<file path="src/rtl/mem_wb_stage.sv">
// MEM->WB pipeline register with a valid/ready handshake, 2-entry skid buffer,
// synchronous flush and a write-back data mux evaluated before the flop.
// Optional WB forwarding comparators are enabled by defining WB_FWD_EN.
module mem_wb_stage #(
  parameter int ADDR_W  = 32,
  parameter int DATA_W  = 32,
  parameter int RD_W    = 5,
  parameter int NUM_SRC = 2
) (
  input  logic                     clk,
  input  logic                     rst,
  input  logic                     flush,
  input  logic                     in_valid,
  output logic                     in_ready,
  input  logic [ADDR_W-1:0]        in_alu_result,
  input  logic [DATA_W-1:0]        in_read_data,
  input  logic [RD_W-1:0]          in_rd,
  input  logic                     in_mem_to_reg,
  input  logic                     in_reg_write,
  output logic                     out_valid,
  input  logic                     out_ready,
  output logic [ADDR_W-1:0]        out_alu_result,
  output logic [DATA_W-1:0]        out_read_data,
  output logic [RD_W-1:0]          out_rd,
  output logic                     out_mem_to_reg,
  output logic                     out_reg_write,
`ifdef WB_FWD_EN
  input  logic [NUM_SRC*RD_W-1:0]   fwd_rs,
  output logic [NUM_SRC-1:0]        fwd_hit,
  output logic [NUM_SRC*DATA_W-1:0] fwd_data,
`endif
  output logic [DATA_W-1:0]        out_wb_data
);

  typedef struct packed {
    logic              reg_write;
    logic              mem_to_reg;
    logic [RD_W-1:0]   rd;
    logic [ADDR_W-1:0] alu_result;
    logic [DATA_W-1:0] read_data;
    logic [DATA_W-1:0] wb_data;
  } entry_t;

  localparam int ENT_W = $bits(entry_t);

  entry_t main_r;
  entry_t skid_r;
  entry_t cap_s;
  logic   main_valid_r;
  logic   skid_valid_r;
  logic   in_ready_r;
  logic   accept_s;
  logic   emit_s;

  assign accept_s = in_valid & in_ready_r;
  assign emit_s   = main_valid_r & out_ready;

  // Capture entry: rd==0 never writes, wb data is selected before the flop.
  always_comb begin
    cap_s            = entry_t'({ENT_W{1'b0}});
    cap_s.reg_write  = in_reg_write & (in_rd != {RD_W{1'b0}});
    cap_s.mem_to_reg = in_mem_to_reg;
    cap_s.rd         = in_rd;
    cap_s.alu_result = in_alu_result;
    cap_s.read_data  = in_read_data;
    if (in_mem_to_reg) begin
      cap_s.wb_data = in_read_data;
    end else begin
      cap_s.wb_data = DATA_W'(in_alu_result);
    end
  end

  // Main/skid storage; reg_write is cleared whenever the main entry goes invalid.
  always_ff @(posedge clk) begin
    if (rst) begin
      main_r       <= entry_t'({ENT_W{1'b0}});
      skid_r       <= entry_t'({ENT_W{1'b0}});
      main_valid_r <= 1'b0;
      skid_valid_r <= 1'b0;
      in_ready_r   <= 1'b1;
    end else if (flush) begin
      main_valid_r     <= 1'b0;
      skid_valid_r     <= 1'b0;
      main_r.reg_write <= 1'b0;
      skid_r.reg_write <= 1'b0;
      in_ready_r       <= 1'b1;
    end else if (emit_s && skid_valid_r) begin
      main_r       <= skid_r;
      skid_valid_r <= 1'b0;
      in_ready_r   <= 1'b1;
    end else if (emit_s && accept_s) begin
      main_r <= cap_s;
    end else if (emit_s) begin
      main_valid_r     <= 1'b0;
      main_r.reg_write <= 1'b0;
    end else if (accept_s && main_valid_r) begin
      skid_r       <= cap_s;
      skid_valid_r <= 1'b1;
      in_ready_r   <= 1'b0;
    end else if (accept_s) begin
      main_r       <= cap_s;
      main_valid_r <= 1'b1;
    end else begin
      main_valid_r <= main_valid_r;
    end
  end

  assign in_ready       = in_ready_r;
  assign out_valid      = main_valid_r;
  assign out_alu_result = main_r.alu_result;
  assign out_read_data  = main_r.read_data;
  assign out_rd         = main_r.rd;
  assign out_mem_to_reg = main_r.mem_to_reg;
  assign out_reg_write  = main_r.reg_write;
  assign out_wb_data    = main_r.wb_data;

`ifdef WB_FWD_EN
  // Forward the main entry only; a source index of 0 never hits.
  always_comb begin
    fwd_hit  = {NUM_SRC{1'b0}};
    fwd_data = {(NUM_SRC*DATA_W){1'b0}};
    for (int i = 0; i < NUM_SRC; i++) begin
      if (main_valid_r && main_r.reg_write &&
          (main_r.rd == fwd_rs[i*RD_W +: RD_W]) &&
          (fwd_rs[i*RD_W +: RD_W] != {RD_W{1'b0}})) begin
        fwd_hit[i]                  = 1'b1;
        fwd_data[i*DATA_W +: DATA_W] = main_r.wb_data;
      end else begin
        fwd_hit[i] = 1'b0;
      end
    end
  end
`endif

endmodule

</file>
<file path="config.mk">
export PLATFORM = sky130hd
export DESIGN_NAME = mem_wb_stage
export DESIGN_NICKNAME = d
export VERILOG_FILES = /design/src/rtl/mem_wb_stage.sv
export SDC_FILE = /design/constraint.sdc
export NUM_CORES = 1
export LEC_CHECK = 0
export BUFFER_PORTS_ARGS = -buffer_cell sky130_fd_sc_hd__buf_2
export CAP_MARGIN = 20
export CORE_UTILIZATION = 40
export DETAILED_ROUTE_END_ITERATION = 16
export PLACE_DENSITY_LB_ADDON = 0.1
export SYNTH_ARGS = -nofsm -noshare
export SYNTH_HDL_FRONTEND = slang
export SYNTH_SLANG_ARGS = --single-unit
</file>
<file path="constraint.sdc">
create_clock -name clk -period 1.4 [get_ports clk]
set_input_delay 0.07 -clock clk [delete_from_list [all_inputs] [get_ports clk]]
set_output_delay 0.07 -clock clk [all_outputs]
set_load 0.005 [all_outputs]
</file>
# Word level (Yosys, flattened, before mapping)
# Index checks and enable logic that the tools add are counted.
[op_classes]
n_eq_ne = 4
mux = 10
bitwise_logic = 7
reduce_logical = 15
[ops]
columns = ["operator", "count"]
rows = [
  ["$mux 103", 4],
  ["$mux 102", 1],
  ["$mux 32", 1],
  ["$reduce_and 4->1", 3],
  ["$reduce_and 5->1", 1],
  ["$reduce_bool 5->1", 1],
  ["$mux 1", 4],
  ["$ne 4x4->1 const B", 1],
  ["$not 1->1", 4],
  ["$reduce_bool 4->1", 1],
  ["$and 1x1->1", 3],
  ["$logic_and 1x1->1", 3],
  ["$ne 3x1->1 const B", 1],
  ["$ne 3x3->1 const B", 1],
  ["$reduce_and 3->1", 1],
  ["$reduce_bool 3->1", 1],
  ["$reduce_or 3->1", 1],
  ["$ne 2x2->1 const B", 1],
  ["$reduce_and 2->1", 1],
  ["$reduce_bool 2->1", 1],
  ["$reduce_or 2->1", 1],
]
[word_totals]
reg_bits = 209
input_bits = 76
out_inout_bits = 105
elab_cells = 51

# Logic depth before layout (Yosys ltp)
# Gate-level depths: netlist of the first run.
[logic_depth]
word_depth = 7
ltp_mapped = 7
ltp_nobuf = 3

# Worst setup path before layout of the first run
# No wires, ideal clock.
[synth_path]
path_kind = "reg-to-reg"
from = "register main_valid_r, in the netlist out_valid"
to = "register main_r (netlist bit out_alu_result[12])"
setup_ns = 0.081
arrival_ns = 1.395
t_required_ns = 1.319
setup_slack_ns = -0.077
stages_incl_launch_ff = 8
path_buffers = 4
synth_period_minus_slack_ns = 1.477
cell_sequence = "dfxtp_1 -> buf_6 -> a22o_1 -> buf_2 -> and3_4 -> buf_6 -> buf_6 -> a211oi_2"
[synth_between]
elab_chain_len = 4
word_cells_on_any_way = 10
cone_classes = "eq/ne (2); mux (2); bitwise (1); reduce/logical (5)"
[synth_lines]
columns = ["item", "line", "rtl"]
rows = [
  ["from (decl)", "49", "logic main_valid_r;"],
  ["from (signal assigned)", "104", "main_valid_r <= main_valid_r;"],
  ["$and 1x1->1", "56", "assign emit_s = main_valid_r & out_ready;"],
  ["$logic_and 1x1->1, on equally long branches", "87, 91", ""],
  ["$ne 3x3->1 (no line), or another cell as far along", "n/a", ""],
  ["$reduce_and 4->1 (no line) / $mux 103 (equally long branches)", "n/a", ""],
  ["to (signal assigned)", "88", "main_r <= skid_r;"],
  ["to (signal assigned)", "92", "main_r <= cap_s;"],
  ["to (signal assigned)", "101", "main_r <= cap_s;"],
  ["to (decl)", "46", "entry_t main_r;"],
]
# Parallel ways exist; a longest one is shown, timed or not.
# A chain may end at the register's enable or synchronous reset.

# Final worst setup path of the first run
[layout_path]
from = "register main_valid_r, in the netlist out_valid"
to = "register main_r (netlist bit out_rd[1])"
# The elaborated chain is that of the path after synthesis.

==> results, run 1 <==
- The flow ran to the end, but the final reports show violations.
- The final reports fail on setup timing.
- Setup repair after global routing could not meet its margin everywhere.
- Measured along the y axis, the die boundary spans 155 um.
- The final routed DRC violation total is 0.
- Synthesis handed over a netlist of approximately 1000 instances.
- The worst supply voltage drop on vdd is 0.762 mV.
- The routed wire length is 30900 um.
- The cell with the most instances after synthesis is dfxtp_1.
- The accumulated negative setup slack is -0.0234 ns.
- The number of global-route vias before repair is 8248.
- In this run the tool buffered the top-level ports with 180 buffer cells.
- In the post-synthesis netlist, the biggest area contributors are dfxtp_1 45%, mux2i_1 11%, a211oi_2 6.4%, a21oi_1 5.5%, a31oi_1 4.7%.
- Using the TritonRoute via totals, the vias-per-cell ratio works out to 5.65.
- The synthesized area per cell is 9.33 sq um.
- The count of antenna diodes in the layout is 0.
- The clock latency of the later-clocked register in the worst-skew pair is 0.52 ns.
- The number of sinks on the clock net is 209.
- The maximum clock insertion buffer count is 3.
- Clock-pin slew was measured on the worst setup and hold paths at approximately 0.06 ns.
- The flip-flop and latch count after synthesis is 209.
- The worst hold path terminates at out_valid$_SDFFE_PP0P_.
- The static leakage power is 5.39 nW.
- The data arrival time of the worst path is 1.84 ns.
- Derived from the worst setup path, the maximum achievable clock frequency is 708 MHz.
- The cell at the root of the clock tree is clkbuf_16.
- The worst register-to-register path has a depth of 4.
- Dividing total power by cell area gives a power density of 1120 nW/um^2.
- The number of antenna violations at the first check in global routing was 0.
- The number of setup violations in the final report is 3.
- Data on the critical path is required at its endpoint by 1.82 ns.
- The number of warnings printed during yosys synthesis is 0.
- The average detailed-routed wire length per instance is 19.9 um.
- Across the run, the number of max-cap violations was 0.
- The number of flops mapped to enable cells by yosys is 0.
- The initial utilization of the core area, before any placement, comes to 0.411.
- The cell depth of the worst hold path is 4.
- The synthesized net count is between 1000 and 1500.
- Across all setup checks in the final design, the least slack found is -0.0114 ns.
- Detailed placement ended at an HPWL of 17700 um.
- For the final database, setup skew stands at 0.0156 ns.
- Row generation in the floorplan step produced 55 rows.
- Once layout is complete, the utilization of the core stands at 0.562.
- The routed via count is approximately 8800.
- The startpoint identified for the worst register-to-register timing path is out_valid$_SDFFE_PP0P_.
- The biggest area contributor in the post-synthesis netlist is dfxtp_1.
- The worst register-to-register path ends at out_rd[1]$_SDFFE_PP0P_.
- The proportion of netlist area held by the largest area contributor is 0.447.
- At the pin with the least slew margin, the transition time is 0.530 ns.
- The total I/O pin count is 181.
- In this run the most critical hold path is launched from out_ready.
- The routability congestion estimate is 0.769.
- The cell area after technology mapping is 9360 sq um.
- The pin count of the biggest net entering global routing is 79.
- The global-route congestion overflow total is 0.
- The share of flip-flops with an asynchronous set or reset after synthesis is 0.
- The number of design-rule violations left by the first detailed-router iteration is just over 500.
- The register with the most flip-flops in the layout has 103 of them.
- The worst hold path class is in2reg.
- Compared with the post-synthesis result, the final layout area differs by 36.7%.
- TritonCTS built the clock tree.
- The unique cell type count in the Yosys netlist is 35.
- The endpoint type of the worst setup path is a flip-flop.
- STA classifies the critical path startpoint as a flip-flop.
- The worst setup path category is reg2reg.
- The share of layout cells above drive strength 1 is 0.321.
- Once layout is complete, the cells apart from fillers number 1552.
- The die area is around 24000 sq um.
- The global-route wire length before repair is roughly 46000 um.
- The number of CTS-inserted buffers is 24.
- The register bank with the most flops is skid_r.
- Subtracting the final worst setup slack from the clock period gives ~1.4 ns.
- Prior to clock tree synthesis, the placed netlist has a worst setup slack of -0.0664 ns.
- Of all nets on the critical path, the largest fanout is 26.
- In the synthesized netlist the dominant register cell turns out to be dfxtp_1.
- The detail route stage leaves a number of antenna-violating nets equal to 0.
- The number of placed instances, taps included is 1423.
- The sequential element share of the synthesized area is 0.447.
- The final-report max-slew violation count is 0.
- Before antenna repair, the detailed router went through 5 iterations.
- The number of endpoints with negative hold slack in the final report was 0.
- In this run the standard cell core region covers 22800 sq um.
- Measured along the x axis, the die boundary spans ~150 um.
- Across every metal layer, demand over resource in global routing totals 0.239.
- The minimum setup slack among reg-to-reg paths is -0.01 ns.
- The net count of the finished layout is 1300.
- Ranked by instance count, the synthesized netlist is headed by 209 x dfxtp_1, 103 x a21oi_1, 102 x mux2i_1, 72 x nand3_1.
- The number of H-tree levels is 1.
- The worst pin sits at a relative slew slack of 0.647.
- The final worst-path cycle share is 1.01.
-- where the power goes --
group          leakage (nW)  switching [W]  internal [W]
Clock                 0.378        0.00247       0.00364
Combinational          3.31        0.00102      0.000852
Sequential             1.70       0.000131       0.00617
Total                  5.39        0.00363        0.0107
-- cell type report --
class / instances / area (sq um)
fillers: 2058 / 9980
repair buffers: 316 / 2640
multi-input cells: 670 / 4800
clock buffers: 35 / 703
flip-flops and latches: 209 / 4190
inverters: 3 / 16.3
clock inverters: 6 / 55.1
well taps: 313 / 392
-- cell usage in the layout, fill, tap and decap left out, types with 2 or more instances in the layout --
cell and count:
dfxtp_1 206, buf_2 178, a21oi_1 103, mux2i_1 84, nand3_1 72, dlygate4sd3_1 72, o21ai_0 71, a31oi_1 70
nor3_1 63, a211oi_2 59, nand2_1 36, o22ai_1 33, mux2_2 32, clkbuf_16 32, buf_4 24, buf_12 22
mux2i_2 15, a211oi_1 11, clkbuf_1 6, clkinv_2 5, buf_16 5, buf_6 5, clkbuf_8 4, mux2i_4 3
inv_1 2, dfxtp_4 2, buf_8 2
-- worst max-delay path, cell delays in order (launching register included) --
cell	delay, ns
dfxtp_4	0.39
a22o_4	0.30
and3_4	0.20
buf_12	0.18
a211oi_2	0.22
-- cell families (layout without fill, tap and decap cells) --
| family | Yosys count | after routing | synth area share |
|---|---|---|---|
| muxes | 134 | 134 | 0.148 |
| and+or+nand+nor | 182 | 182 | 0.0956 |
| DFF | 209 | 209 | 0.447 |
| AOI/OAI and AO/OA | 354 | 354 | 0.250 |
| buffers and inverters | 124 | 360 | 0.0600 |
-- per-layer routing --
metal | routed length [um] | up-vias | track usage
met1 | 14700 | 4277 | 0.347
li1 | - | 4193 | -
met2 | 13900 | 268 | 0.369
met5 | 0 | - | 0
met4 | 455 | 0 | 0.0537
met3 | 1940 | 29 | 0.0412
-- worst max path at each step --
stage / from / depth (start not counted) / endpoint / slack, ns
6_report: out_valid$_SDFFE_PP0P_ / 4 / out_rd[1]$_SDFFE_PP0P_ / -0.01
2_1_floorplan: out_valid$_SDFFE_PP0P_ / 7 / out_alu_result[12]$_SDFFE_PP0P_ / -0.03
3_3_place_gp: skid_valid_r$_SDFFE_PP0P_ / 5 / out_read_data[18]$_SDFFE_PP0P_ / -0.05
4_1_cts: out_valid$_SDFFE_PP0P_ / 4 / out_alu_result[2]$_SDFFE_PP0P_ / -0.01
5_1_grt: out_valid$_SDFFE_PP0P_ / 5 / skid_r[78]$_SDFFE_PP0P_ / -0.05
3_5_place_dp: out_valid$_SDFFE_PP0P_ / 4 / out_read_data[10]$_SDFFE_PP0P_ / -0.07
-- metrics by stage --
stage | area, sq um | total power [W] | hold slack, ns
2_1_floorplan | 9390 | 0.00734 | 0.214
3_3_place_gp | 10800 | 0.00806 | 0.329
3_5_place_dp | 10800 | 0.00807 | 0.330
4_1_cts | 12400 | 0.0143 | 0.0126
5_1_grt | 12800 | 0.0148 | 0.0488
6_report | 12800 | 0.0143 | 0.0530
-- what timing repair did --
action                                 CTS  global route
gates cloned                             2             8
pin swaps                                1             9
setup endpoints to repair              107           147
resized for setup                       18            36
hold buffers                            72             0
buffers inserted                         3             3
endpoints found under the hold margin  140             0
(Power assumes the default switching activity.)
==> run 2, diff against run 1 <==
--- a/config.mk
+++ b/config.mk
@@ -7,7 +7,9 @@
 export LEC_CHECK = 0
 export BUFFER_PORTS_ARGS = -buffer_cell sky130_fd_sc_hd__buf_2
 export CAP_MARGIN = 20
-export CORE_UTILIZATION = 40
+export CELL_PAD_IN_SITES_DETAIL_PLACEMENT = 1
+export CELL_PAD_IN_SITES_GLOBAL_PLACEMENT = 1
+export CORE_UTILIZATION = 38
 export DETAILED_ROUTE_END_ITERATION = 16
 export PLACE_DENSITY_LB_ADDON = 0.1
 export SYNTH_ARGS = -nofsm -noshare
==> constraint.sdc (replaced) <==
create_clock -name clk -period 1.2 [get_ports clk]
set_input_delay 0.06 -clock clk [delete_from_list [all_inputs] [get_ports clk]]
set_output_delay 0.06 -clock clk [all_outputs]
set_load 0.005 [all_outputs]
==> results, run 2 (synthesized netlist as in run 1, its figures left out) <==
- The fraction of power consumed by sequential logic is 0.410.
- In this run the critical register-to-register path is launched from skid_valid_r$_SDFFE_PP0P_.
- The count of buffering cells on the critical path with inverters included is 4.
- Of the total power, the share spent switching nets is 0.275.
- The worst hold path class is in2reg.
- The HPWL reported at the end of detailed placement is 20000 um.
- At the end of routability-driven placement, the weighted congestion stood at 0.746.
- STA puts the critical path data required time at 1.63 ns.
- The endpoint of the worst register-to-register path is out_read_data[14]$_SDFFE_PP0P_.
- The number of CTS-inserted buffers is 24.
- In this run the number of cells on the critical path is 7.
- The run finished, with violations left.
- The worst setup path is captured at a flip-flop.
- The number of sinks on the clock net is 209.
- Setup repair after global routing could not meet its margin everywhere.
- The number of antenna violations at the first check in global routing is 0.
- The clock tree skew after final layout is 0.00904 ns.
- The remaining antenna violation count is 0.
- In this run the deepest clock path goes through 3 buffers.
- The number of endpoints with negative hold slack in the final report is 0.
- Of the available clock period, the critical path in the final layout requires 1.26.
- Counting the fill cells in the layout gives 2470.
- The largest driver fanout on the critical path is 7.
- The TritonCTS clock tree is yes.
- The number of placed instances, taps included is ~1500.
- The final-report max-slew violation count is 0.
- The initialized floorplan defines 57 standard-cell rows.
- Timing analysis after detailed placement gives a worst setup slack of -0.255 ns.
- The flip-flop count of the largest register, all copies and words added is about 100.
- The pin count of the biggest net entering global routing is 74.
- The count of input and output buffers is 180.
- The cell at the root of the clock tree is clkbuf_16.
- The placeable core region is 24200 sq um.
- For this configuration, the core starts out at a cell density of 0.386.
- The post-route cell area is 15900 sq um.
- In this run the number of H-tree levels came out at 1.
- The first global-routing pass estimated roughly 57000 um of wire.
- Summed over all layers, the global routing overflow is 0.
- The slew at the pin closest to its max-slew limit is about 0.6 ns.
- Setup violations remaining at the end of the flow were counted as 210.
- The reported max-cap violation count is 0.
- The power density relative to cell area is 1140 nW/um^2.
- The floorplan step set the die width to 159 um.
- Using the TritonRoute via totals, the vias-per-cell ratio works out to 5.98.
- The worst supply voltage drop on vdd is roughly 0.74 mV.
- The most frequent standard cell in the layout excluding fill and tap cells is dfxtp_1.
- The share of layout cells above drive strength 1 is 0.572.
- The depth of the worst register-to-register path is 7.
- The final layout contains routed wiring with a total length of 42400 um.
- The critical path starts at skid_valid_r$_SDFFE_PP0P_.
- The final routed DRC violation total is 0.
- For this design the top-level I/O count stands at 181.
- The first-pass iteration count of the detailed router is 5.
- Traced cell by cell, the critical path runs through buf_6 -> nand3_4 -> buf_12 -> buf_12 -> buf_6 -> mux2i_1 -> a211oi_2.
- The cell family with the largest share of critical-path delay is buffers and inverters.
- Across all setup checks in the final design, the least slack found is -0.315 ns.
- The final net count is 1381.
- The clock reaches the later pin of the worst-skew pair after 0.52 ns.
- The number of global-route vias before repair is ~9800.
- The all-layer global routing usage is 0.278.
- The fmax is roughly 660 MHz.
- The static leakage power is 6.11 nW.
- The internal power consumption is 0.0131 W.
- Once placement finished, the instance area stood at between 10000 and 15000 sq um.
- The average detailed-routed wire length per instance is 25.8 um.
- For flop-to-flop paths, the worst setup slack is -0.31 ns.
- The delay of the slowest critical-path stage is 0.38 ns.
- The count of antenna diodes in the layout is 0.
- The final critical delay including setup and external delays is 1.51 ns.
- The die area is 25300 sq um.
- STA classifies the critical path startpoint as a flip-flop.
- The die is 159 um tall.
- The tightest hold path in the finished design has a slack of between 0.09 and 0.1 ns.
- The slowest cell on the critical path is dfxtp_4.
- The endpoint of the most critical setup path is out_read_data[14]$_SDFFE_PP0P_.
- From synthesis to final layout, the design area changed by 69.4%.
- Data arrives at the worst endpoint at around 2.0 ns.
- The net switching power figure is 0.00496 W.
- In the layout the commonest cells are 206 x dfxtp_1, 177 x buf_2, 74 x dlygate4sd3_1, 62 x nand3_2, 60 x a211oi_2.
- The setup path with the least slack is of type reg2reg.
- The number of design-rule violations left by the first detailed-router iteration is 598.
- The routed via count is 9842.
- The clock share of power is 0.425.
- The finished layout holds 1647 standard cells, fillers aside.
- The combinational share of power is 0.165.
- In this run the tightest slew margin relative to its limit is 0.593.
- The clock transition at the registers of the reported paths is 0.06 ns.
- Counting flops per register, the top entry is skid_r.
- The checks that failed: setup timing.
-- run 2: cell types whose count changed in the layout (fill, tap and decap cells not counted), moves of 37 or more --
cell and change:
o21ai_0 -61, nor3_1 -37, a21oi_2 +53, nand3_1 -70
a21oi_1 -53, nand3_2 +62
-- run 2: routing by layer --
| layer | track usage | vias up | routed length (um) |
|---|---|---|---|
| met5 | 0 | - | 0 |
| met4 | 0.0704 | 0 | 1120 |
| met3 | 0.0451 | 88 | 2140 |
| met2 | 0.479 | 347 | 21100 |
| met1 | 0.363 | 5012 | 18100 |
| li1 | - | 4395 | - |
-- run 2: worst min path at each step --
stage / start / to / slack [ns] / cells past startpoint
after global routing: in_rd[1] / skid_r[102]$_SDFFE_PP0P_ / 0.12 / 4
after detailed placement: rst / out_reg_write$_SDFFE_PP0P_ / 0.32 / 2
after CTS: in_rd[0] / skid_r[102]$_SDFFE_PP0P_ / -0.006 / 4
after floorplan: in_rd[4] / skid_r[100]$_SDFFE_PP0P_ / 0.19 / 2
after global placement: in_read_data[6] / skid_r[38]$_SDFFE_PP0P_ / 0.33 / 3
final: in_rd[1] / skid_r[102]$_SDFFE_PP0P_ / 0.1 / 4
-- run 2: cell type report --
class | instances | area (sq um) | share of cell area
Multi-Input combinational cell | 671 | 6520 | 0.411
Sequential cell | 209 | 4200 | 0.265
Timing Repair Buffer | 396 | 3910 | 0.247
Clock buffer | 36 | 717 | 0.0452
Tap cell | 324 | 405 | 0.0256
Clock inverter | 8 | 92.6 | 0.00584
Inverter | 3 | 16.3 | 0.00103
-- run 2: worst reg2reg max path: stages, from the launching register on --
cell	delay (ns)
dfxtp_4	0.38
buf_6	0.12
nand3_4	0.11
buf_12	0.19
buf_12	0.15
buf_6	0.12
mux2i_1	0.14
a211oi_2	0.23
-- run 2: through the flow --
step | util | total power, W | setup TNS (ns)
6_report | 0.654 | 0.0180 | -42.48
5_1_grt | 0.654 | 0.0186 | -50.88
4_1_cts | 0.584 | 0.0175 | -34.55
3_5_place_dp | 0.478 | 0.00957 | -33.26
3_3_place_gp | 0.478 | 0.00954 | -27.43
2_1_floorplan | - | 0.00865 | -29.98
-- run 2: power groups by stage --
stage               sequential, W  combinational (W)  clock (W)
CTS                       0.00736            0.00242    0.00767
detailed placement        0.00751            0.00206          0
finish                    0.00739            0.00298    0.00766
floorplan                 0.00749            0.00116          0
global placement          0.00750            0.00204          0
global route              0.00741            0.00313    0.00805
-- run 2: timing repair --
item,in CTS,in global routing
gates cloned,13,20
pin swaps,68,94
hold buffers,74,0
setup endpoints to repair,209,210
endpoints found under the hold margin,136,0
buffers inserted,27,18
gates resized for setup,133,303
